--- config.mk ---
export PLATFORM = sky130hd
export DESIGN_NAME = cricket_score_engine
export DESIGN_NICKNAME = d
export VERILOG_FILES = /design/src/rtl/cricket_score_engine.sv
export SDC_FILE = /design/constraint.sdc
export NUM_CORES = 1
export LEC_CHECK = 0
export ABC_AREA = 0
export CAP_MARGIN = 30
export CORE_ASPECT_RATIO = 0.9
export CORE_UTILIZATION = 51
export CTS_CLUSTER_DIAMETER = 200
export DETAILED_ROUTE_END_ITERATION = 10
export PLACE_DENSITY = 0.76
export REMOVE_ABC_BUFFERS = 1
export SYNTH_ARGS = -nofsm -noshare
export SYNTH_HDL_FRONTEND = slang
export SYNTH_SLANG_ARGS = --single-unit
--- constraint.sdc ---
create_clock -name clk_fpga -period 3.4 [get_ports clk_fpga]
set_clock_uncertainty 0.1 [all_clocks]
set_input_delay 0.85 -clock clk_fpga [delete_from_list [all_inputs] [get_ports clk_fpga]]
set_output_delay 0.85 -clock clk_fpga [all_outputs]
set_load 0.01 [all_outputs]
--- src/rtl/cricket_score_engine.sv ---
// Two-innings cricket scoring core: synchronises the bowl button and outcome switches,
// scores each ball and sequences INN1 -> BREAK -> INN2 -> DONE. Optional macro: BTN_DEBOUNCE_EN.
module cricket_score_engine #(
    parameter int unsigned MAX_BALLS       = 12,
    parameter int unsigned MAX_WICKETS     = 10,
    parameter int unsigned DEBOUNCE_CYCLES = 1_000_000
) (
    input  logic       clk_fpga,
    input  logic       rst_n,
    input  logic       btn_bowl,
    input  logic [2:0] sw_outcome,
    output logic [7:0] binaryRuns,
    output logic [3:0] binaryWickets,
    output logic [4:0] ballCount,
    output logic       inningOver,
    output logic       gameOver,
    output logic       winner
);

    localparam logic [1:0] StInn1  = 2'd0;
    localparam logic [1:0] StBreak = 2'd1;
    localparam logic [1:0] StInn2  = 2'd2;
    localparam logic [1:0] StDone  = 2'd3;

    localparam logic [3:0] MaxWk    = 4'(MAX_WICKETS);
    localparam logic [4:0] MaxBalls = 5'(MAX_BALLS);

    logic       btn_s1_q, btn_s2_q, btn_prev_q;
    logic [2:0] sw_s1_q, sw_s2_q;
    logic       btn_lvl;
    logic       bowl_evt;

    always_ff @(posedge clk_fpga or negedge rst_n) begin
        if (!rst_n) begin
            btn_s1_q   <= 1'b0;
            btn_s2_q   <= 1'b0;
            sw_s1_q    <= 3'd0;
            sw_s2_q    <= 3'd0;
            btn_prev_q <= 1'b0;
        end else begin
            btn_s1_q   <= btn_bowl;
            btn_s2_q   <= btn_s1_q;
            sw_s1_q    <= sw_outcome;
            sw_s2_q    <= sw_s1_q;
            btn_prev_q <= btn_lvl;
        end
    end

`ifdef BTN_DEBOUNCE_EN
    localparam int unsigned CntW = $clog2(DEBOUNCE_CYCLES + 1);

    logic [CntW-1:0] db_cnt_q, db_cnt_d;
    logic            btn_db_q, btn_db_d;

    // Filtered level flips only after the raw level has differed for DEBOUNCE_CYCLES cycles.
    always_comb begin
        btn_db_d = btn_db_q;
        db_cnt_d = '0;
        if (btn_s2_q != btn_db_q) begin
            if (db_cnt_q == CntW'(DEBOUNCE_CYCLES - 1)) begin
                btn_db_d = btn_s2_q;
            end else begin
                db_cnt_d = db_cnt_q + 1'b1;
            end
        end
    end

    always_ff @(posedge clk_fpga or negedge rst_n) begin
        if (!rst_n) begin
            db_cnt_q <= '0;
            btn_db_q <= 1'b0;
        end else begin
            db_cnt_q <= db_cnt_d;
            btn_db_q <= btn_db_d;
        end
    end

    assign btn_lvl = btn_db_q;
`else
    logic unused_debounce;
    assign unused_debounce = ^DEBOUNCE_CYCLES;
    assign btn_lvl         = btn_s2_q;
`endif

    assign bowl_evt = btn_lvl & ~btn_prev_q;

    logic [1:0] state_q, state_d;
    logic [7:0] runs_q, runs_d;
    logic [3:0] wk_q, wk_d;
    logic [4:0] balls_q, balls_d;
    logic [8:0] target_q, target_d;
    logic       winner_q, winner_d;

    logic [2:0] run_add;
    logic       is_wicket, is_wide;
    logic [8:0] run_sum;
    logic [7:0] runs_upd;
    logic [3:0] wk_upd;
    logic [4:0] balls_upd;
    logic       limit_hit, target_hit;

    always_comb begin
        run_add = 3'd0;
        case (sw_s2_q)
            3'b001:  run_add = 3'd1;
            3'b010:  run_add = 3'd2;
            3'b011:  run_add = 3'd3;
            3'b100:  run_add = 3'd4;
            3'b101:  run_add = 3'd6;
            3'b111:  run_add = 3'd1;
            default: run_add = 3'd0;
        endcase
        is_wicket  = (sw_s2_q == 3'b110);
        is_wide    = (sw_s2_q == 3'b111);
        run_sum    = {1'b0, runs_q} + {6'd0, run_add};
        runs_upd   = run_sum[8] ? 8'hFF : run_sum[7:0];
        wk_upd     = wk_q + {3'd0, is_wicket};
        balls_upd  = balls_q + {4'd0, ~is_wide};
        limit_hit  = (wk_upd >= MaxWk) || (balls_upd >= MaxBalls);
        // Saturated runs can never reach a target of 256.
        target_hit = ({1'b0, runs_upd} >= target_q);
    end

    always_comb begin
        state_d  = state_q;
        runs_d   = runs_q;
        wk_d     = wk_q;
        balls_d  = balls_q;
        target_d = target_q;
        winner_d = winner_q;
        if (bowl_evt) begin
            case (state_q)
                StInn1: begin
                    runs_d  = runs_upd;
                    wk_d    = wk_upd;
                    balls_d = balls_upd;
                    if (limit_hit) begin
                        state_d  = StBreak;
                        target_d = {1'b0, runs_upd} + 9'd1;
                    end
                end
                StBreak: begin
                    state_d = StInn2;
                    runs_d  = 8'd0;
                    wk_d    = 4'd0;
                    balls_d = 5'd0;
                end
                StInn2: begin
                    runs_d  = runs_upd;
                    wk_d    = wk_upd;
                    balls_d = balls_upd;
                    if (target_hit) begin
                        state_d  = StDone;
                        winner_d = 1'b1;
                    end else if (limit_hit) begin
                        state_d  = StDone;
                        winner_d = 1'b0;
                    end
                end
                default: ;
            endcase
        end
    end

    always_ff @(posedge clk_fpga or negedge rst_n) begin
        if (!rst_n) begin
            state_q  <= StInn1;
            runs_q   <= 8'd0;
            wk_q     <= 4'd0;
            balls_q  <= 5'd0;
            target_q <= 9'd0;
            winner_q <= 1'b0;
        end else begin
            state_q  <= state_d;
            runs_q   <= runs_d;
            wk_q     <= wk_d;
            balls_q  <= balls_d;
            target_q <= target_d;
            winner_q <= winner_d;
        end
    end

    assign binaryRuns    = runs_q;
    assign binaryWickets = wk_q;
    assign ballCount     = balls_q;
    assign inningOver    = (state_q == StBreak);
    assign gameOver      = (state_q == StDone);
    assign winner        = winner_q;

endmodule

==> flow_summary.ini, run 1 <==
[synth]
synth_simple_gate_area_share_pct = 16.01
synth-main-ff-cell = dfrtp_1
synth.distinct_cells = 47
syn_avg_cell_area_um2 = 9.608
ys_ff_latch = 38
synth_top_family_by_area = compound AO/OA/AOI/OAI gates
yosysSeqAreaShare_pct = 41.24
synth-edff-count = 0
syn-instance-count = 240
ys_warn_count = 0
synth-compound-area-share_pct = 18.18
yosys-mux-area-fraction_pct = 3.364
synth_xor_area_share_pct = 4.178
yosys.area_share.adder_pct = 12.81
syn_area_um2 = 2306
async_flop_share_pct = 100.0

[timing]
fin_crit_sh_pct = 102.4
worstMarginPinSlew_ns = 0.8589
finalSetupViolations = 2
maxSlewViolCount = 0
rsz0062_at_grt = true
setup_slack_ns = -0.08257
min_period_ns = 3.483
tns_ns = -0.1159
max_slew_margin_pct = 42.53
hold_violations = 0
max_freq_ghz = 0.2871

[setup_path]
r2r_slack_ns = -0.08
arrival_ns = 3.57
start_kind = flop
path_class = flop to flop
endpoint_kind = flop
cp.required_ns = 3.49
critPathMaxFanout = 3

[global_route]
grt_pass1_vias = 1895
grt_overflow_total = 0
grtUsageTotal_pct = 25.06
grt_max_degree = 39
grt_pass1_wl_um = 8928
antenna_found_initial = 0

[drt]
detail_route.first_pass.iterations = 4
wirelength_um = 5154
wl_per_cell_um = 14.68
drc = 0
via_per_inst = 5.439
drtIter0Drc = 135
drtAntennaViolNets = 0
routed-via-count = 1909

[power_and_ir_drop]
switching_share_pct = 33.90
p_leak_nw = 1.340
p_clk_share_pct = 24.7
p_per_area_nw_per_um2 = 652.1
irDropWorstVdd_v = 0.0005226
finalPower_mw = 1.944
p_sw_uw = 658.8
p_int_mw = 1.285
comb_power_share_pct = 43.3
pwr-share-seq_pct = 32.0

[cts]
clock_latency_ns = 0.30
cts.sinks = 38
cts_root_buf = clkbuf_8
cts_buffers = 5
htreeDepth = 2
cts_buffer_depth = 2
cts.clk_slew.worst_paths_ns = 0.08
cts.hold.buffers_added = 0
cts_tree = yes

[floorplan]
num_rows = 22
start_util_pct = 54.75
core_area_um2 = 4212
die_height_um = 65.79
die_w_um = 72.88
io_pins = 26
die_area_um2 = 4795

[placed_design]
placed_cell_area_um2 = 2769
place.detailed.hpwl_um = 3756
gp_congestion = 0.8548
portBuffers = 25

[final_layout]
drive_gt1_share_pct = 19.24
syn_to_final_growth_pct = 29.25
layout_common_cells = dfrtp_1, buf_4, clkdlybuf4s50_1, nand2_1, o21ai_0
layout.nets = 319
diodes = 0
design_area_um2 = 2980
final_common_cell = dfrtp_1

[status]
failed_checks = negative setup slack
status = finished with violations

[hold_path]
hold_class = flop to flop

[flow_run]
max-cap-violations = 0
-- synthesized netlist by cell type (all sizes together), types with 2 or more instances --
| cell type | count | area [µm²] |
|---|---|---|
| xnor2 | 5 | 43.79 |
| and3 | 3 | 18.77 |
| buf | 3 | 15.01 |
| a31oi | 2 | 12.51 |
| mux2 | 3 | 37.53 |
| a22o | 9 | 78.83 |
| o21ai | 25 | 128.9 |
| o21a | 2 | 15.01 |
| o2111ai | 2 | 17.52 |
| nand2 | 23 | 86.33 |
| inv | 16 | 60.06 |
| a21oi | 9 | 45.04 |
| o211ai | 2 | 15.01 |
| xor2 | 6 | 52.55 |
| ha | 22 | 275.3 |
| nor2 | 17 | 63.81 |
| a211oi | 2 | 27.53 |
| mux2i | 4 | 40.04 |
| nand3 | 8 | 40.04 |
| nor3 | 3 | 15.01 |
| dfrtp | 38 | 950.9 |
| clkbuf | 6 | 22.52 |
| nor2b | 8 | 52.55 |
| or3 | 2 | 13.77 |
| nand2b | 4 | 25.02 |
-- worst paths after layout --
kind                             from      endpoint  cells past startpoint
min in group asynchronous       rst_n   target_q[6]                      1
max                        sw_s2_q[2]    state_q[1]                     17
min reg2reg                sw_s1_q[2]    sw_s2_q[2]                      0
max in group asynchronous       rst_n  ballCount[0]                      1
min                        sw_s1_q[2]    sw_s2_q[2]                      0
max reg2reg                sw_s2_q[2]    state_q[1]                     17
-- cell families (layout without fill, tap and decap cells) --
| group | Yosys count | after routing |
|---|---|---|
| xor+xnor | 11 | 11 |
| flops | 38 | 38 |
| simple gates | 75 | 75 |
| mux | 7 | 7 |
| buf+inv | 25 | 76 |
| fa+ha+maj | 23 | 23 |
| compound gates | 61 | 61 |
-- per-stage QoR --
| step | setup slack (ns) | util, % | instances | hold slack [ns] |
|---|---|---|---|---|
| final | -0.08257 | 70.77 | 351 | 0.2512 |
| after global routing | -0.2813 | 70.77 | 351 | 0.2577 |
| after CTS | -0.06837 | 70.53 | 350 | 0.2526 |
| after detailed placement | -0.2534 | 65.75 | 340 | 0.2347 |
| after global placement | -0.08667 | 65.75 | 340 | 0.2331 |
| after floorplan | -0.2630 | - | 231 | 0.2312 |
-- flip-flops by register name, indices dropped and copies added, names as in the netlist --
signal,count
ballCount,5
binaryRuns,8
binaryWickets,4
btn_lvl,1
btn_prev_q,1
btn_s1_q,1
state_q,2
sw_s1_q,3
sw_s2_q,3
target_q,9
winner,1
-- layer usage --
layer / share of wire (%) / up-vias / GRT usage [%] / wire length [µm]
li1: - / 935 / - / -
met5: 0 / - / 0 / 0
met4: 3.2 / 0 / 12.01 / 163
met2: 43 / 57 / 36.68 / 2223
met1: 49 / 898 / 35.16 / 2529
met3: 4.6 / 19 / 5.335 / 237
-- power by group through the flow --
| stage | registers [mW] | logic [mW] | clock network, mW |
|---|---|---|---|
| 2_1_floorplan | 0.628 | 0.459 | 0 |
| 3_3_place_gp | 0.624 | 0.800 | 0 |
| 3_5_place_dp | 0.627 | 0.818 | 0 |
| 4_1_cts | 0.622 | 0.844 | 0.487 |
| 5_1_grt | 0.636 | 0.935 | 0.509 |
| 6_report | 0.622 | 0.841 | 0.480 |
-- final cells by class --
| cell class | instances | area [µm²] |
|---|---|---|
| Clock buffer | 6 | 82.58 |
| Clock inverter | 2 | 60.06 |
| Fill cell | 340 | 1231 |
| Inverter | 16 | 60.06 |
| Multi-Input combinational cell | 177 | 1304 |
| Sequential cell | 38 | 950.9 |
| Tap cell | 60 | 75.07 |
| Timing Repair Buffer | 52 | 447.9 |
-- timing repair --
item                       CTS  global route
setup buffers                2             1
pin swaps                    1             0
setup endpoints to repair    2             3
cloned                       0             0
gates resized for setup     11             1
-- critical path, stage by stage, from the launching register on --
cell and delay (ns):
dfrtp_1 0.39, nor2b_4 0.14, nor2b_1 0.12, ha_2 0.19
inv_2 0.04, fa_2 0.35, nor2b_4 0.15, o21ai_2 0.06
nor2_1 0.12, mux2i_1 0.25, inv_1 0.11, ha_4 0.27
and4b_1 0.20, nand2_1 0.06, o21ai_1 0.07, a31oi_1 0.07
a221o_2 0.37, mux2_4 0.30
(Power assumes the default switching activity.)
==> inputs of run 2 (changes only) <==
--- a/config.mk
+++ b/config.mk
@@ -11,7 +11,7 @@
 export CORE_UTILIZATION = 51
 export CTS_CLUSTER_DIAMETER = 200
 export DETAILED_ROUTE_END_ITERATION = 10
-export PLACE_DENSITY = 0.76
+export PLACE_DENSITY = 0.84
 export REMOVE_ABC_BUFFERS = 1
 export SYNTH_ARGS = -nofsm -noshare
 export SYNTH_HDL_FRONTEND = slang
==> run 2 against run 1 <==
  * The run still ends with negative setup slack left
  * Clock power decreased by 19%
  * Flip-flop and latch count unchanged
  * Sequential power about the same
  * Global-route usage shrank 0.25 points
  * Combinational power up 4.9%
  * Final area is 0.42% higher
  * Via count down 0.63%
  * Largest cell class unchanged
  * Clock-buffer cell count down 1
  * Critical path depth unchanged
==> flow_summary.ini, run 2 (same netlist as run 1, synthesis figures left out) <==
[drt]
via_per_inst = 5.329
drtAntennaViolNets = 0
drc = 0
routed-via-count = 1897
wirelength_um = 5175
wl_per_cell_um = 14.54
drtIter0Drc = 121
detail_route.first_pass.iterations = 4

[final_layout]
top_register = target_q
seqCellArea_um2 = 950.9
final_common_cell = dfrtp_1
layout.nets = 324
diodes = 0
drive_gt1_share_pct = 20.61
largest_register_ffs = 9
layout_common_cells = dfrtp_1, buf_4, clkdlybuf4s50_1, nand2_1, o21ai_0
syn_to_final_growth_pct = 29.79
multiInputGateArea_um2 = 1304
design_area_um2 = 2993
fill_cells = 303

[power_and_ir_drop]
irDropWorstVdd_v = 0.0005155
pwr-share-seq_pct = 32.8
switching_share_pct = 35.92
p_clk_share_pct = 20.5
p_leak_nw = 1.350
p_sw_uw = 678.2
comb_power_share_pct = 46.7
p_int_mw = 1.210
p_per_area_nw_per_um2 = 630.8

[floorplan]
die_w_um = 72.88
io_pins = 26
die_area_um2 = 4795
core_area_um2 = 4212
num_rows = 22
start_util_pct = 54.75
die_height_um = 65.79

[cts]
cts.sinks = 38
cts_buffers = 5
cts_tree = yes
cts_root_buf = clkbuf_8
htreeDepth = 2
cts.clk_slew.worst_paths_ns = 0.08
clock_latency_ns = 0.30
cts_buffer_depth = 2

[timing]
holdWs_ns = 0.2560
maxSlewViolCount = 0
worstMarginPinSlew_ns = 0.8132
max_slew_margin_pct = 45.78
fin_crit_sh_pct = 103.7
hold_violations = 0
tns_ns = -0.1954
max_freq_ghz = 0.2837
setup_slack_ns = -0.1252
min_period_ns = 3.525
finalSetupViolations = 2
rsz0062_at_grt = true

[placed_design]
gp_congestion = 0.9216
placed_cell_area_um2 = 2799
place.detailed.hpwl_um = 3765
portBuffers = 25

[global_route]
antenna_found_initial = 0
grt_overflow_total = 0
grt_pass1_vias = 1867
grtUsageTotal_pct = 24.81
grt_max_degree = 39
grt_pass1_wl_um = 8887

[setup_path]
start_kind = flop
r2r_slack_ns = -0.13
r2r_start = sw_s2_q[2]
r2r-end = state_q[1]
arrival_ns = 3.61
critPathMaxFanout = 3
ff2ff_path_depth = 17
path_class = flop to flop
endpoint_kind = flop
cp.required_ns = 3.49

[hold_path]
min-delay-start = sw_s1_q[1]
holdPathStages = 0
hold_class = flop to flop
whs_endpoint = sw_s2_q[1]

[flow_run]
max-cap-violations = 0

[status]
failed_checks = negative setup slack
status = finished with violations
[run 2: changes by cell type in the layout (fill, tap and decap cells not counted)]
cell / before / now
buf_4: 27 / 31
buf_6: 0 / 1
bufinv_16: 2 / 1
clkbuf_8: 6 / 5
clkinvlp_4: 0 / 2
nor2_1: 16 / 17
nor2_2: 1 / 0
nor2b_1: 6 / 5
nor2b_2: 0 / 1
[run 2: per-stage QoR]
step           utilization (%)  worst slack, ns  power (mW)  instances
3_5_place_dp             66.46          -0.2834       1.456        344
4_1_cts                  71.06          -0.1484       1.889        356
5_1_grt                  71.06          -0.3284       2.021        356
2_1_floorplan                -          -0.2630       1.087        231
3_3_place_gp             66.46          -0.1275       1.434        344
6_report                 71.06          -0.1252       1.888        356
[run 2: per-layer routing]
layer	wire length [µm]	global-route usage (%)
met4	95	7.598
met2	2230	37.73
met5	0	0
met3	208	4.573
met1	2639	35.90
[run 2: area by class of cell]
| type | count | area share, % |
|---|---|---|
| clock inverters | 3 | 1.505 |
| multi-input cells | 177 | 43.56 |
| well taps | 60 | 2.508 |
| clock buffers | 5 | 2.299 |
| repair buffers | 57 | 16.35 |
| inverters | 16 | 2.007 |
| flip-flops and latches | 38 | 31.77 |
[run 2: how the worst max path moves through the flow]
stage                     startpoint         end  slack, ns  cells past startpoint
after floorplan           sw_s2_q[2]  state_q[1]      -0.26                     17
after global placement    sw_s2_q[2]  state_q[1]      -0.13                     17
after detailed placement  sw_s2_q[2]  state_q[1]      -0.28                     17
after CTS                 sw_s2_q[2]  state_q[1]      -0.15                     17
after global routing      sw_s2_q[2]  state_q[1]      -0.33                     17
final                     sw_s2_q[2]  state_q[1]      -0.13                     17
[run 2: power groups by stage]
stage / sequential, mW / clock (mW) / combinational (mW)
2_1_floorplan: 0.628 / 0 / 0.459
3_3_place_gp: 0.620 / 0 / 0.814
5_1_grt: 0.633 / 0.415 / 0.973
3_5_place_dp: 0.622 / 0 / 0.834
6_report: 0.619 / 0.387 / 0.882
4_1_cts: 0.617 / 0.391 / 0.880
[run 2: timing repair]
item                                    4_1_cts  5_1_grt
hold buffers                                  0        0
pin swaps                                     3        4
buffers inserted                              4        0
resized for setup                            13        0
endpoints found under the setup margin        2        2
[run 2: worst max-delay path, stage by stage (launching register included)]
cell     delay (ns)
dfrtp_1        0.39
nor2b_4        0.13
nor2b_1        0.11
ha_2           0.20
inv_2          0.04
fa_2           0.36
nor2b_4        0.15
o21ai_2        0.08
nor2_1         0.14
mux2i_1        0.26
inv_1          0.11
ha_4           0.28
and4b_1        0.20
nand2_1        0.06
o21ai_1        0.07
a31oi_1        0.07
a221o_2        0.38
mux2_4         0.30
==> inputs of run 3 (changes only) <==
--- a/config.mk
+++ b/config.mk
@@ -10,6 +10,7 @@
 export CORE_ASPECT_RATIO = 0.9
 export CORE_UTILIZATION = 51
 export CTS_CLUSTER_DIAMETER = 200
+export CTS_CLUSTER_SIZE = 12
 export DETAILED_ROUTE_END_ITERATION = 10
 export PLACE_DENSITY = 0.84
 export REMOVE_ABC_BUFFERS = 1
==> results of run 3 <==
Final layout, timing and power as in run 2 (identical DEF).
